--- src/rtl/sram_arbiter.sv ---
// Two-to-one arbiter sharing one sram-like memory port between the instruction and data requesters.
// Optional feature: define SRAM_ARB_RR_EN for round-robin grant on contention (default: fixed data priority).
module sram_arbiter (
  input  logic        clk,
  input  logic        reset,

  input  logic        inst_req,
  input  logic        inst_wr,
  input  logic [1:0]  inst_size,
  input  logic [3:0]  inst_wstrb,
  input  logic [31:0] inst_addr,
  input  logic [31:0] inst_wdata,
  output logic        inst_addr_ok,
  output logic        inst_data_ok,
  output logic [31:0] inst_rdata,

  input  logic        data_req,
  input  logic        data_wr,
  input  logic [1:0]  data_size,
  input  logic [3:0]  data_wstrb,
  input  logic [31:0] data_addr,
  input  logic [31:0] data_wdata,
  output logic        data_addr_ok,
  output logic        data_data_ok,
  output logic [31:0] data_rdata,

  output logic        bus_req,
  output logic        bus_wr,
  output logic [1:0]  bus_size,
  output logic [3:0]  bus_wstrb,
  output logic [31:0] bus_addr,
  output logic [31:0] bus_wdata,
  input  logic        bus_addr_ok,
  input  logic        bus_data_ok,
  input  logic [31:0] bus_rdata
);

  typedef enum logic [1:0] {
    IDLE = 2'd0,
    REQ  = 2'd1,
    WAIT = 2'd2
  } state_t;

  typedef struct packed {
    logic        wr;
    logic [1:0]  size;
    logic [3:0]  wstrb;
    logic [31:0] addr;
    logic [31:0] wdata;
  } req_t;

  localparam logic OWNER_INST = 1'b0;
  localparam logic OWNER_DATA = 1'b1;

  state_t state, state_nxt;
  logic   owner;
  logic   last_grant;
  req_t   req_buf;

  req_t   inst_fields;
  req_t   data_fields;
  logic   any_req;
  logic   grant;
  logic   accept;

  assign inst_fields = '{wr: inst_wr, size: inst_size, wstrb: inst_wstrb,
                         addr: inst_addr, wdata: inst_wdata};
  assign data_fields = '{wr: data_wr, size: data_size, wstrb: data_wstrb,
                         addr: data_addr, wdata: data_wdata};

  assign any_req = inst_req | data_req;
  assign accept  = (state == IDLE) && any_req && !reset;

  // With no request pending the grant parks on the previous winner; it is only
  // consumed when some requester is asserting.
  always_comb begin
    if (inst_req && data_req) begin
`ifdef SRAM_ARB_RR_EN
      grant = ~last_grant;
`else
      grant = OWNER_DATA;
`endif
    end else if (data_req) begin
      grant = OWNER_DATA;
    end else if (inst_req) begin
      grant = OWNER_INST;
    end else begin
      grant = last_grant;
    end
  end

  // NOTE: every signal written in a combinational block gets a default first,
  // so no path through the case leaves it unassigned and no latch is inferred.
  always_comb begin
    state_nxt = state;
    case (state)
      IDLE:    if (any_req)     state_nxt = REQ;
      REQ:     if (bus_addr_ok) state_nxt = WAIT;
      WAIT:    if (bus_data_ok) state_nxt = IDLE;
      default:                  state_nxt = IDLE;
    endcase
  end

  // NOTE: sequential state uses non-blocking assignments so every register
  // samples pre-edge values regardless of statement order.
  always_ff @(posedge clk) begin
    if (reset) begin
      state      <= IDLE;
      owner      <= OWNER_INST;
      last_grant <= OWNER_INST;
      req_buf    <= '0;
    end else begin
      state <= state_nxt;
      if (accept) begin
        owner      <= grant;
        last_grant <= grant;
        req_buf    <= (grant == OWNER_DATA) ? data_fields : inst_fields;
      end
    end
  end

  // Outputs are forced quiet while reset is held so nothing leaks out of a
  // half-finished transaction during the reset cycle itself.
  always_comb begin
    inst_addr_ok = 1'b0;
    inst_data_ok = 1'b0;
    inst_rdata   = '0;
    data_addr_ok = 1'b0;
    data_data_ok = 1'b0;
    data_rdata   = '0;
    bus_req      = 1'b0;
    bus_wr       = 1'b0;
    bus_size     = '0;
    bus_wstrb    = '0;
    bus_addr     = '0;
    bus_wdata    = '0;
    if (!reset) begin
      case (state)
        IDLE: begin
          inst_addr_ok = any_req && (grant == OWNER_INST);
          data_addr_ok = any_req && (grant == OWNER_DATA);
        end
        REQ: begin
          bus_req   = 1'b1;
          bus_wr    = req_buf.wr;
          bus_size  = req_buf.size;
          bus_wstrb = req_buf.wstrb;
          bus_addr  = req_buf.addr;
          bus_wdata = req_buf.wdata;
        end
        WAIT: begin
          if (bus_data_ok) begin
            if (owner == OWNER_DATA) begin
              data_data_ok = 1'b1;
              data_rdata   = bus_rdata;
            end else begin
              inst_data_ok = 1'b1;
              inst_rdata   = bus_rdata;
            end
          end
        end
        default: ;
      endcase
    end
  end

endmodule

--- config.mk ---
export PLATFORM = sky130hd
export DESIGN_NAME = sram_arbiter
export DESIGN_NICKNAME = d
export VERILOG_FILES = /design/src/rtl/sram_arbiter.sv
export SDC_FILE = /design/constraint.sdc
export NUM_CORES = 1
export LEC_CHECK = 0
export ABC_AREA = 1
export ABC_CLOCK_PERIOD_IN_PS = 2600
export BUFFER_PORTS_ARGS = -buffer_cell sky130_fd_sc_hd__buf_4
export CORE_AREA = 8 8 120 122
export DETAILED_ROUTE_END_ITERATION = 16
export DIE_AREA = 0 0 128 130
export PLACE_DENSITY_LB_ADDON = 0.12
export RECOVER_POWER = 50
export SYNTH_ARGS = -nofsm -noshare
export SYNTH_HDL_FRONTEND = slang
export SYNTH_SLANG_ARGS = --single-unit
--- constraint.sdc ---
create_clock -name clk -period 2.6 [get_ports clk]
set_input_delay 0.26 -clock clk [delete_from_list [all_inputs] [get_ports clk]]
set_output_delay 0.26 -clock clk [all_outputs]
set_load 0.02 [all_outputs]
==> impl_metrics.json, run 1 <==
{
  "cts_setup_buffers": 0,
  "setup.worst_path.start_class": "flop",
  "num-fill-cells": 1283,
  "slew_viol_final": 0,
  "grt_max_degree": 65,
  "antenna_cells": 0,
  "path_class": "reg2out",
  "synthArstFlopShare": 0,
  "worstRegToRegCells": 6,
  "reg2reg_setup_slack_ns": 0.55,
  "period_needed_ns": 2.24,
  "fin_skew_ns": 0.00813,
  "max_slew.worst_pin.slew_ns": 1.14,
  "ioPinCount": 320,
  "numPortBuffers": 319,
  "startpoint": "state[0]$_SDFFE_PP0P_",
  "setup_tns_ns": 0,
  "crit_required_ns": 2.34,
  "use_met1": 0.262,
  "area_growth_pct": 48.0,
  "cts_hold_buf": 0,
  "synthMostInstantiatedCell": "inv_1",
  "met3_usage": 0.0690,
  "synth_cell_types": 17,
  "met2_usage": 0.387,
  "ys_ff_latch": 74,
  "grt_first_pass_wirelength_microns": 30700,
  "drtPass1Iterations": 5,
  "critPathCaptureType": "output port",
  "cts_root_buf": "clkbuf_16",
  "max_cap_viol_count": 0,
  "dp.cells": 1270,
  "dieHeight_microns": 130,
  "synthFlopType": "dfxtp_1",
  "final_cell_count_no_fill": 1285,
  "clk_pin_slew_ns": 0.05,
  "busiest_layer": "met2",
  "clock_path_buffers": 2,
  "core_sq_um": 12400,
  "slew_headroom": 0.238,
  "synth.largest_area_cell": "dfxtp_1",
  "die_area_sq_um": 16600,
  "rsz0062_at_grt": "false",
  "routedWlPerCell_microns": 16.0,
  "crit_end": "bus_wdata[30]",
  "fmax_mhz": 446,
  "avgSynthCellArea_sq_um": 6.02,
  "yosysSeqAreaShare": 0.293,
  "grt_use_total": 0.232,
  "synth_top_area_share": 0.293,
  "wl_microns": 20500,
  "rows": 41,
  "route.detailed.drc": 0,
  "setup_viol": 0,
  "globalRouteOverflowTotal": 0,
  "avgViaCountPerCell": 4.85,
  "nNetsFinal": 1289,
  "post_cts_resized": 0,
  "power_density_nw_per_um2": 447,
  "power_leakage_nw": 4.14,
  "whs_ns": 0.127,
  "ir_worst_vdd_mv": 0.252,
  "mappedNetlistArea_sq_um": 5050,
  "crit_arrival_ns": 1.98,
  "fp.dieW_microns": 128,
  "synth_warnings": 0,
  "utilization": 0.602,
  "antenna_found_initial": 0,
  "grt_pass1_vias": 5747,
  "cts_tree": "done",
  "synthesis.nets": 1019,
  "fin_crit_sh": 0.862,
  "cts_made_buffers": 9,
  "total_power_mw": 3.34,
  "place_congestion": 0.991,
  "worst_hold_path_type": "in2reg",
  "drt-initial-drc-count": 407,
  "synthTopCellsByArea": "dfxtp_1, nand4_1, inv_1, nand2_1, nor2_1",
  "drive_gt1_frac": 0.291,
  "vias": 6229,
  "synth_cells": 839,
  "initial_core_util": 0.407,
  "synth_edf_count": 0,
  "cts_sinks": 74,
  "hpwl_microns": 15300,
  "finalHoldViolations": 0,
  "crit_path_max_fanout": 42,
  "insertion_delay_ns": 0.33,
  "worstReg2RegStart": "state[1]$_SDFFE_PP0P_",
  "ant_nets": 0,
  "r2r-end": "req_buf[49]$_SDFFE_PP0P_",
  "synth_common_cells": "inv_1, nand2_1, nand4_1",
  "cts_max_level": 3,
  "outcome": "complete, no violations"
}
critical path, stage by stage, from the launching register on:
cell	delay, ns
dfxtp_1	0.36
inv_2	0.05
nor2_1	0.10
nand2_2	0.06
clkbuf_2	0.54
nor2_1	0.35
buf_4	0.19
flip-flops by register name, summed over array words and instances (netlist names):
signal      flops
last_grant      1
req_buf        71
state           2
worst min path at each step:
stage | from | endpoint | slack (ns) | cells after the start
after floorplan | bus_addr_ok | state[0]$_SDFFE_PP0P_ | 0.36 | 1
after detailed placement | bus_addr_ok | state[0]$_SDFFE_PP0P_ | 0.46 | 2
after global placement | bus_addr_ok | state[0]$_SDFFE_PP0P_ | 0.46 | 2
after CTS | bus_addr_ok | state[0]$_SDFFE_PP0P_ | 0.11 | 2
final | bus_addr_ok | state[0]$_SDFFE_PP0P_ | 0.13 | 2
after global routing | bus_addr_ok | state[0]$_SDFFE_PP0P_ | 0.12 | 2
final cells by class:
cell class / instances / area, sq um / area share
sequential: 74 / 1480 / 0.198
clock inverter: 4 / 52.6 / 0.00703
timing repair buffer: 333 / 2380 / 0.318
inverter: 185 / 699 / 0.0935
tap: 172 / 215 / 0.0288
multi-input combinational: 506 / 2410 / 0.323
clock buffer: 11 / 243 / 0.0325
metal layers:
metal / vias up / routed length [microns]
li1: 3181 / -
met2: 254 / 9800
met4: 0 / 827
met1: 2756 / 8160
met3: 38 / 1740
met5: - / 0
placed cells by master (no fill, tap or decap), drive strengths merged:
cell | netlist | layout
inv | 185 | 185
buf | 67 | 295
nand4 | 144 | 144
nand2 | 147 | 147
clkbuf | 7 | 49
nor4 | 1 | 1
nand3 | 74 | 74
bufinv | 0 | 1
o31ai | 1 | 1
o21ai | 1 | 1
nor2 | 138 | 138
dfxtp | 74 | 74
clkinvlp | 0 | 3
power by group:
part           internal [mW]  total, mW  switching (mW)
logic                  0.351      0.861           0.510
clock network          0.763       1.22           0.460
registers               1.22       1.26          0.0428
cell families (layout without fill, tap and decap cells):
kind of cell           count (synthesis)  in the layout  synth area share
buffers and inverters                259            533             0.229
and+or+nand+nor                      504            504             0.476
AOI/OAI and AO/OA                      2              2           0.00248
DFF                                   74             74             0.293
stage by stage:
| step | setup slack (ns) | area [sq um] |
|---|---|---|
| after global placement | 0.823 | 7330 |
| after floorplan | 1.20 | 5050 |
| after detailed placement | 0.766 | 7330 |
| final | 0.359 | 7480 |
| after global routing | 0.177 | 7480 |
| after CTS | 0.490 | 7620 |
(Power assumes the default switching activity.)
==> inputs of run 2 (changes only) <==
--- a/config.mk
+++ b/config.mk
@@ -5,12 +5,11 @@
 export SDC_FILE = /design/constraint.sdc
 export NUM_CORES = 1
 export LEC_CHECK = 0
-export ABC_AREA = 1
 export ABC_CLOCK_PERIOD_IN_PS = 2600
 export BUFFER_PORTS_ARGS = -buffer_cell sky130_fd_sc_hd__buf_4
-export CORE_AREA = 8 8 120 122
+export CORE_AREA = 8 8 119 121
 export DETAILED_ROUTE_END_ITERATION = 16
-export DIE_AREA = 0 0 128 130
+export DIE_AREA = 0 0 127 129
 export PLACE_DENSITY_LB_ADDON = 0.12
 export RECOVER_POWER = 50
 export SYNTH_ARGS = -nofsm -noshare
==> impl_metrics.json, run 2 <==
{
  "nNetsFinal": 965,
  "num-fill-cells": 1162,
  "drtPass1Iterations": 4,
  "area_growth_pct": 62.8,
  "synth_warnings": 0,
  "grt_pass1_vias": 4930,
  "slew_viol_final": 0,
  "routedWlPerCell_microns": 19.2,
  "rows": 41,
  "max_slew.worst_pin.slew_ns": 0.784,
  "dp_slack_ns": 0.756,
  "grt_first_pass_wirelength_microns": 27000,
  "path_cells": "nor3b_1 > buf_4 > and2_1 > clkbuf_1",
  "crit_slowest_cell": "dfxtp_1",
  "synthesis.nets": 683,
  "power_leakage_nw": 3.05,
  "avgSynthCellArea_sq_um": 8.31,
  "rsz0062_at_grt": "false",
  "mappedNetlistArea_sq_um": 4180,
  "cts_max_level": 3,
  "cts_tree": "done",
  "synth_cells": 503,
  "place_congestion": 0.845,
  "finalHoldViolations": 0,
  "setup_tns_ns": 0,
  "setup_viol": 0,
  "die_area_sq_um": 16400,
  "slew_headroom": 0.477,
  "synth_common_cells": "and2_1, dfxtp_1, a21oi_1",
  "critPathMaxStageDelay_ns": 0.54,
  "synth_edf_count": 0,
  "utilization": 0.553,
  "avgViaCountPerCell": 5.14,
  "fp.dieW_microns": 127,
  "grt_max_degree": 53,
  "vias": 4835,
  "final_cell_mix": "buf_4, and2_1, dfxtp_1",
  "top_register": "req_buf",
  "synthTopCellsByArea": "dfxtp_1, and2_1, a32oi_1, a21oi_1, o21ai_1",
  "worst_hold_path_type": "in2reg",
  "antenna_cells": 0,
  "crit_arrival_ns": 2.04,
  "whs_ns": 0.152,
  "synth_top_area_share": 0.354,
  "synthMostInstantiatedCell": "and2_1",
  "grt_use_total": 0.208,
  "ys_ff_latch": 74,
  "cts_made_buffers": 9,
  "ir_worst_vdd_mv": 0.231,
  "period_needed_ns": 2.30,
  "fin_crit_sh": 0.884,
  "post_cts_resized": 0,
  "synth_cell_types": 22,
  "crit_path_max_fanout": 45,
  "cts_sinks": 74,
  "crit_required_ns": 2.34,
  "drive_gt1_frac": 0.443,
  "largest_reg_flops": 71,
  "outcome": "complete, no violations",
  "path_buf_inv": 2,
  "yosysSeqAreaShare": 0.354,
  "cts_hold_buf": 0,
  "route.detailed.drc": 0,
  "synth.largest_area_cell": "dfxtp_1",
  "fmax_mhz": 435,
  "top_regs": "req_buf: 71 flops, state: 2 flops, last_grant: 1 flops",
  "core_sq_um": 12300,
  "synthFlopType": "dfxtp_1",
  "antenna_found_initial": 0,
  "initial_core_util": 0.340,
  "hpwl_microns": 14000,
  "setup.worst_path.start_class": "flop",
  "wl_microns": 18000,
  "seqCellArea_sq_um": 1480,
  "stdcell_area_sq_um": 6810,
  "cts_root_buf": "clkbuf_16",
  "cts_setup_buffers": 0,
  "dpl_cell_area_sq_um": 6550,
  "clk_pin_slew_ns": 0.05,
  "multi_input_area_sq_um": 2330,
  "drt-initial-drc-count": 199,
  "numPortBuffers": 319,
  "insertion_delay_ns": 0.33,
  "dp.cells": 924,
  "critPathCaptureType": "output port",
  "globalRouteOverflowTotal": 0,
  "path_class": "reg2out",
  "path_delay_family": "buffers and inverters",
  "ant_nets": 0,
  "fin_ws_ns": 0.301,
  "dieHeight_microns": 129,
  "fin_skew_ns": 0.00414,
  "ioPinCount": 320,
  "clock_path_buffers": 2,
  "max_cap_viol_count": 0,
  "final_common_cell": "buf_4",
  "synthArstFlopShare": 0,
  "total_power_mw": 3.08,
  "final_cell_count_no_fill": 940,
  "power_density_nw_per_um2": 453
}
-- run 2: cell count changes in the layout (fill, tap and decap cells not counted), moves of 22 or more --
cell | previous run | this run
inv_1 | 180 | 1
and2_0 | 0 | 22
buf_4 | 294 | 323
nand3_1 | 73 | 0
a21oi_1 | 0 | 72
nor2_1 | 137 | 3
clkbuf_1 | 34 | 5
o21ai_0 | 0 | 66
and2_1 | 0 | 114
a32oi_1 | 0 | 71
nand2_1 | 146 | 0
nand4_1 | 142 | 0
-- run 2: cell type report --
class	instances	share of cell area
multi-input combinational	366	0.342
tap	150	0.0276
timing repair buffer	333	0.368
clock inverter	2	0.00515
clock buffer	14	0.0388
inverter	1	0.000551
sequential	74	0.218
-- run 2: path summary, 6_finish.rpt --
| path | from | endpoint | slack (ns) | cells after the start |
|---|---|---|---|---|
| setup reg to reg | state[0]$_SDFFE_PP0P_ | req_buf[14]$_SDFFE_PP0P_ | 0.49 | 4 |
| hold reg to reg | req_buf[53]$_SDFFE_PP0P_ | req_buf[53]$_SDFFE_PP0P_ | 0.47 | 2 |
| setup / recovery | state[0]$_SDFFE_PP0P_ | bus_wdata[9] | 0.30 | 4 |
| hold / removal | bus_addr_ok | state[0]$_SDFFE_PP0P_ | 0.15 | 2 |
-- run 2: per-layer routing --
metal | up-vias | global-route usage | routed length, microns
li1 | 2395 | - | -
met1 | 2212 | 0.227 | 7040
met2 | 207 | 0.376 | 9280
met3 | 21 | 0.0592 | 1310
met4 | 0 | 0.0756 | 375
met5 | - | 0 | 0
-- run 2: power by group --
part	total, mW	internal, mW	switching (mW)
logic	0.601	0.296	0.305
registers	1.24	1.21	0.0343
clock network	1.24	0.795	0.442
-- run 2: cells by family (layout without fill, tap and decap cells) --
| kind of cell | Yosys count | in the layout | synth area share |
|---|---|---|---|
| AND/OR/NAND/NOR | 151 | 151 | 0.231 |
| flip-flops | 74 | 74 | 0.354 |
| buffers and inverters | 63 | 350 | 0.0931 |
| AO/OA/AOI/OAI | 215 | 215 | 0.322 |
==> inputs of run 3 (changes only) <==
--- a/config.mk
+++ b/config.mk
@@ -11,7 +11,7 @@
 export DETAILED_ROUTE_END_ITERATION = 16
 export DIE_AREA = 0 0 127 129
 export PLACE_DENSITY_LB_ADDON = 0.12
-export RECOVER_POWER = 50
+export RECOVER_POWER = 25
 export SYNTH_ARGS = -nofsm -noshare
 export SYNTH_HDL_FRONTEND = slang
 export SYNTH_SLANG_ARGS = --single-unit
==> impl_metrics.json, run 3 (synthesis results as in run 2) <==
{
  "routedWlPerCell_microns": 19.1,
  "slew_headroom": 0.481,
  "dieHeight_microns": 129,
  "largest_reg_flops": 71,
  "cts_made_buffers": 9,
  "dp.cells": 924,
  "grt_use_total": 0.208,
  "crit_path_max_fanout": 40,
  "core_sq_um": 12300,
  "vias": 4814,
  "antenna_found_initial": 0,
  "power_leakage_nw": 3.09,
  "numPortBuffers": 319,
  "drt-initial-drc-count": 237,
  "top_register": "req_buf",
  "cts_max_level": 3,
  "grt_first_pass_wirelength_microns": 27000,
  "outcome": "complete, no violations",
  "max_slew.worst_pin.slew_ns": 0.779,
  "avgViaCountPerCell": 5.12,
  "clock_path_buffers": 2,
  "setup_tns_ns": 0,
  "critPathCaptureType": "output port",
  "setup_viol": 0,
  "power_density_nw_per_um2": 452,
  "insertion_delay_ns": 0.33,
  "cts_tree": "done",
  "cts_hold_buf": 0,
  "drtPass1Iterations": 4,
  "final_common_cell": "buf_4",
  "ir_worst_vdd_mv": 0.232,
  "ant_nets": 0,
  "finalHoldViolations": 0,
  "final_cell_count_no_fill": 940,
  "clk_pin_slew_ns": 0.05,
  "worst_hold_path_type": "in2reg",
  "final_cell_mix": "buf_4, and2_1, dfxtp_1",
  "hpwl_microns": 14000,
  "route.detailed.drc": 0,
  "fp.dieW_microns": 127,
  "crit_arrival_ns": 2.01,
  "grt_pass1_vias": 4930,
  "cts_setup_buffers": 0,
  "setup.worst_path.start_class": "flop",
  "ioPinCount": 320,
  "nNetsFinal": 965,
  "place_congestion": 0.845,
  "path_class": "reg2out",
  "period_needed_ns": 2.27,
  "reg2reg_setup_slack_ns": 0.47,
  "grt_max_degree": 53,
  "cts_sinks": 74,
  "area_growth_pct": 63.4,
  "utilization": 0.555,
  "top_regs": "req_buf: 71 flops, state: 2 flops, last_grant: 1 flops",
  "initial_core_util": 0.340,
  "wl_microns": 18000,
  "total_power_mw": 3.09,
  "fmax_mhz": 440,
  "fin_skew_ns": 0.00394,
  "die_area_sq_um": 16400,
  "rows": 41,
  "post_cts_resized": 0,
  "antenna_cells": 0,
  "globalRouteOverflowTotal": 0,
  "slew_viol_final": 0,
  "fin_crit_sh": 0.874,
  "rsz0062_at_grt": "false",
  "max_cap_viol_count": 0,
  "cts_root_buf": "clkbuf_16",
  "drive_gt1_frac": 0.447,
  "crit_required_ns": 2.34
}
[run 3: cell types whose count changed in the layout (fill, tap and decap cells not counted)]
cell / previous run / this run
clkbuf_1: 5 / 3
nor3b_1: 1 / 0
and2_1: 114 / 136
o21ai_1: 5 / 25
o21ai_0: 66 / 46
and2_0: 22 / 0
clkbuf_2: 5 / 2
nor3b_4: 0 / 1
buf_4: 323 / 328
[run 3: power breakdown]
group / leakage, nW / internal, mW / switching [mW] / total (mW)
Sequential: 0.605 / 1.21 / 0.0350 / 1.24
Combinational: 2.34 / 0.302 / 0.307 / 0.609
Clock: 0.147 / 0.795 / 0.444 / 1.24
Total: 3.09 / 2.30 / 0.786 / 3.09
[run 3: routing by layer]
metal,track usage,part of all wire
met1,0.227,0.39
met2,0.376,0.52
met3,0.0592,0.070
met4,0.0756,0.020
met5,0,0
[run 3: critical path: stages (launching register included)]
cell and delay (ns):
dfxtp_1 0.43, nor4b_4 0.32, clkbuf_2 0.65, buf_4 0.27
[run 3: metrics by stage]
| stage | worst slack (ns) | hold WS [ns] | instance area (sq um) |
|---|---|---|---|
| finish | 0.327 | 0.150 | 6830 |
| global route | 0.178 | 0.152 | 6830 |
| CTS | 0.423 | 0.139 | 6850 |
| detailed placement | 0.756 | 0.465 | 6550 |
| global placement | 0.782 | 0.457 | 6550 |
| floorplan | 1.04 | 0.376 | 4180 |
[run 3: cell type report]
cell class / instances / area, sq um
clock buffer: 14 / 264
clock inverter: 2 / 35.0
fill: 1155 / 5480
inverter: 1 / 3.75
multi-input combinational: 366 / 2340
sequential: 74 / 1480
tap: 150 / 188
timing repair buffer: 333 / 2520
[run 3: final timing paths]
check | start | to | depth (start not counted)
worst min register to register | req_buf[53]$_SDFFE_PP0P_ | req_buf[53]$_SDFFE_PP0P_ | 2
worst min-delay path | bus_addr_ok | state[0]$_SDFFE_PP0P_ | 2
worst max-delay path | state[1]$_SDFFE_PP0P_ | data_addr_ok | 3
worst max register to register | state[1]$_SDFFE_PP0P_ | req_buf[1]$_SDFFE_PP0P_ | 4
